===== src/rtl/axis_burst_m.sv =====
// rtl/axis_burst_m.sv - FIFO-fed AXI4-Stream burst master; stall counter under AXIS_BURST_M_STALL_CNT_EN
module axis_burst_m #(
  parameter int DATA_W = 32,
  parameter int DEPTH  = 8,
  parameter int LEN_W  = 8
) (
  input  logic                   aclk,
  input  logic                   areset_n,
  input  logic [DATA_W-1:0]      wr_data,
  input  logic                   wr_en,
  output logic                   wr_full,
  output logic [$clog2(DEPTH):0] level,
  input  logic                   start,
  input  logic [LEN_W-1:0]       len,
  output logic                   busy,
  output logic                   finish,
  output logic                   tvalid,
  input  logic                   tready,
  output logic [DATA_W-1:0]      tdata,
  output logic                   tlast
`ifdef AXIS_BURST_M_STALL_CNT_EN
  ,
  output logic [15:0]            stall_cnt
`endif
);

  localparam int AW = $clog2(DEPTH);

  typedef enum logic [1:0] {S_IDLE, S_SEND, S_DONE} state_t;

  state_t            state;
  logic [DATA_W-1:0] mem [DEPTH];
  logic [AW-1:0]     wr_ptr;
  logic [AW-1:0]     rd_ptr;
  logic [AW:0]       count;
  logic [LEN_W-1:0]  remaining;
  logic              push;
  logic              pop;
  logic              fifo_empty;
  logic              start_ok;

  // Full is judged on the registered count, so a same-cycle pop never frees a slot.
  assign fifo_empty = (count == '0);
  assign wr_full    = (count == (AW+1)'(DEPTH));
  assign level      = count;
  assign push       = wr_en & ~wr_full;

  assign tvalid   = (state == S_SEND) & ~fifo_empty;
  assign tdata    = tvalid ? mem[rd_ptr] : '0;
  assign tlast    = tvalid & (remaining == LEN_W'(1));
  assign pop      = tvalid & tready;
  assign start_ok = (state == S_IDLE) & start & (len != '0);

  always_ff @(posedge aclk) begin
    if (push) begin
      mem[wr_ptr] <= wr_data;
    end
  end

  always_ff @(posedge aclk or negedge areset_n) begin
    if (!areset_n) begin
      wr_ptr <= '0;
      rd_ptr <= '0;
      count  <= '0;
    end else begin
      if (push) begin
        wr_ptr <= wr_ptr + AW'(1);
      end
      if (pop) begin
        rd_ptr <= rd_ptr + AW'(1);
      end
      case ({push, pop})
        2'b10:   count <= count + (AW+1)'(1);
        2'b01:   count <= count - (AW+1)'(1);
        default: count <= count;
      endcase
    end
  end

  always_ff @(posedge aclk or negedge areset_n) begin
    if (!areset_n) begin
      state     <= S_IDLE;
      remaining <= '0;
      busy      <= 1'b0;
      finish    <= 1'b0;
    end else begin
      case (state)
        S_IDLE: begin
          if (start_ok) begin
            state     <= S_SEND;
            remaining <= len;
            busy      <= 1'b1;
          end
        end
        S_SEND: begin
          if (pop) begin
            remaining <= remaining - LEN_W'(1);
            if (tlast) begin
              state  <= S_DONE;
              finish <= 1'b1;
            end
          end
        end
        S_DONE: begin
          state  <= S_IDLE;
          finish <= 1'b0;
          busy   <= 1'b0;
        end
        default: begin
          state  <= S_IDLE;
          finish <= 1'b0;
          busy   <= 1'b0;
        end
      endcase
    end
  end

`ifdef AXIS_BURST_M_STALL_CNT_EN
  always_ff @(posedge aclk or negedge areset_n) begin
    if (!areset_n) begin
      stall_cnt <= '0;
    end else if (start_ok) begin
      stall_cnt <= '0;
    end else if (tvalid && !tready && stall_cnt != 16'hFFFF) begin
      stall_cnt <= stall_cnt + 16'd1;
    end
  end
`endif

endmodule


===== config.mk =====
export PLATFORM = sky130hd
export DESIGN_NAME = axis_burst_m
export DESIGN_NICKNAME = d
export VERILOG_FILES = /design/src/rtl/axis_burst_m.sv
export SDC_FILE = /design/constraint.sdc
export NUM_CORES = 1
export LEC_CHECK = 0
export ABC_AREA = 1
export BUFFER_PORTS_ARGS = -buffer_cell sky130_fd_sc_hd__buf_4
export CORE_MARGIN = 4
export CORE_UTILIZATION = 60
export DETAILED_ROUTE_END_ITERATION = 16
export PLACE_DENSITY = 0.8
export SETUP_SLACK_MARGIN = 0.3
export SLEW_MARGIN = 20
export SYNTH_ARGS = -nofsm -noshare
export SYNTH_HDL_FRONTEND = slang
export SYNTH_SLANG_ARGS = --single-unit

===== constraint.sdc =====
create_clock -name aclk -period 3.2 [get_ports aclk]
set_clock_uncertainty 0.05 [all_clocks]
set_input_delay 0.64 -clock aclk [delete_from_list [all_inputs] [get_ports aclk]]
set_output_delay 0.64 -clock aclk [all_outputs]
set_load 0.05 [all_outputs]

==> results.py <==
metrics = {
    "outcome": {
        "status": "finished clean",
    },
    "grt": {
        "antenna_found_initial": 0,
        "grtUsageTotal_pct": 24.8,
        "overflow": 0,
        "grt_pass1_vias": 7920,
        "grt_start_max_net_pins": 49,
        "grt_pass1_wl_um": 41900,
    },
    "place": {
        "routabilityCongestion": 0.856,
        "dpl.hpwl_um": 13600,
        "numPortBuffers": 85,
        "placed_area_um2": 12400,
    },
    "setup_path": {
        "crit_path_max_fanout": 5,
        "start_kind": "register",
        "crit_required_ps": 2510,
        "critPathKind": "reg -> out",
        "end_kind": "output port",
        "worstPathArrival_ps": 2340,
    },
    "finish": {
        "areaGrowthSynthToFinish_pct": 23.4,
        "antenna_cells": 0,
        "postLayoutCellArea_um2": 14100,
        "fillerInstances": 1075,
        "final_cell_mix": "edfxtp_1 (256), nor2_1 (252), o21ai_0 (97)",
        "final_nets": 1100,
        "layout_commonest_cell": "edfxtp_1",
        "drive_gt1_share_pct": 21.2,
    },
    "routing": {
        "wl_um": 30000,
        "vias": 8178,
        "routed_via_density": 6.27,
        "route.antenna.remaining_nets": 0,
        "drt-pass1-iter-count": 5,
        "drc": 0,
        "drt_iter0_markers": 947,
        "routedWlPerCell_um": 23.0,
    },
    "sta": {
        "tightest_slew_ps": 569,
        "hold_slack_ps": 290,
        "finalMaxSlewViolations": 0,
        "final-setup-viol-count": 0,
        "rsz0062_at_grt": "yes",
        "fin_crit_ps": 3030,
        "relSlewSlack_pct": 62.0,
        "min_period_over_period_pct": 94.6,
        "hold_violations": 0,
        "setup_tns_ps": 0,
        "max_freq_ghz": 0.330,
    },
    "clock_tree": {
        "clock_latency_ps": 530,
        "clock-sinks": 278,
        "path_clk_slew_ps": 60,
        "cts_tree": "done",
        "cts-root-buf": "clkbuf_16",
        "cts-buffers-inserted": 28,
        "cts.htree.levels": 1,
        "clk_path_buf_depth": 3,
    },
    "floorplanning": {
        "die_y_um": 146,
        "io_pins": 86,
        "dieArea_um2": 21300,
        "rows": 50,
        "start_util_pct": 61.1,
        "die_x_um": 146,
        "core_region_area_um2": 18700,
    },
    "yosys": {
        "syn_avg_cell_area_um2": 12.1,
        "syn_inst": 946,
        "ys_warn_count": 0,
        "synth.distinct_cells": 28,
        "ys_seq_area_share_pct": 72.0,
        "synth_nets": 997,
        "ys_ff_latch": 278,
        "syn_area_um2": 11400,
    },
    "flow_run": {
        "maxCapViolCount": 0,
    },
    "min_path": {
        "hp-class": "in -> reg",
    },
}
-- cell usage after synthesis --
library cell | number | area (um2)
or2_2 | 1 | 6.26
nand2_4 | 2 | 22.5
nor2_8 | 1 | 20.0
inv_1 | 25 | 93.8
edfxtp_1 | 256 | 7690
xor2_1 | 6 | 52.6
o211ai_1 | 1 | 7.51
buf_12 | 1 | 20.0
nand4_1 | 3 | 18.8
buf_2 | 17 | 85.1
buf_4 | 4 | 30.0
clkbuf_2 | 3 | 15.0
inv_2 | 3 | 11.3
buf_1 | 1 | 3.75
dfrtp_1 | 22 | 551
clkbuf_1 | 19 | 71.3
inv_4 | 1 | 6.26
nor2_1 | 279 | 1050
o21ai_0 | 159 | 796
nand2_1 | 59 | 221
o21ai_1 | 13 | 65.1
o32ai_1 | 32 | 280
nand3_1 | 13 | 65.1
nand2_2 | 2 | 12.5
buf_6 | 9 | 101
o21ai_2 | 7 | 61.3
ha_1 | 6 | 75.1
xnor2_1 | 1 | 8.76
-- metal layers --
metal  up-vias  GRT usage [%]  wire [um]
li1       3570              -          -
met1      3977           32.5      10900
met2       546           42.7      15200
met3        85           4.22       2890
met4         0           8.56       1040
met5         -              0          0
-- registers in the layout, summed over array words and instances (netlist names) --
register,count
state,2
busy,1
remaining,8
mem,256
finish,1
rd_ptr,3
level,4
wr_ptr,3
-- cells by family (layout without fill, tap and decap cells) --
kind of cell,count (synthesis),in the layout,share of synthesized area [%]
AOI/OAI and AO/OA,212,212,10.6
xor gates and xnor gates,7,7,0.536
adders and majority gates,6,6,0.656
buffers and inverters,83,208,3.83
DFF,278,278,72.0
and+or+nand+nor,360,360,12.4
-- through the flow --
step           worst slack [ps]  util [%]  instances
2_1_floorplan             -42.4         -        946
3_3_place_gp                699      66.4       1231
3_5_place_dp                664      66.4       1231
4_1_cts                     263      72.9       1291
5_1_grt                     120      75.4       1305
6_report                    174      75.4       1305
-- final timing paths --
path | depth (start not counted) | slack (ps) | startpoint | to
worst max-delay path | 7 | 170 | rd_ptr[0] | tdata[20]
worst min-delay path | 1 | 290 | wr_data[28] | mem[3][28]
worst max register to register | 6 | 930 | level[1] | mem[4][15]
worst min register to register | 2 | 440 | busy | busy
max in group asynchronous | 2 | 2360 | areset_n | rd_ptr[1]
min in group asynchronous | 2 | 490 | areset_n | rd_ptr[0]
-- repair_timing --
item / 4_1_cts / 5_1_grt
gates resized for setup: 47 / 98
gates cloned: 4 / 11
hold buffers: 1 / 0
endpoints found under the setup margin: 31 / 32
hold endpoints to repair: 22 / 0
pin swaps: 6 / 26
buffers inserted: 3 / 3
-- layout make-up --
type | instances | area, um2 | area share, %
sequential | 278 | 8250 | 58.4
multi-input combinational | 585 | 2990 | 21.2
timing repair buffer | 127 | 1550 | 11.0
clock buffer | 39 | 773 | 5.48
tap | 234 | 293 | 2.08
clock inverter | 13 | 136 | 0.967
inverter | 29 | 126 | 0.896
-- worst max-delay path: stages (launching register included) --
cell	delay, ps
dfrtp_4	560
buf_8	190
buf_12	140
nor2_1	70
o32ai_2	330
nor2_1	100
nor2_1	210
buf_6	190
Power is left out: the tool's default activity adds up to more than one toggle a clock period on the data nets, which glitch-free logic cannot reach.
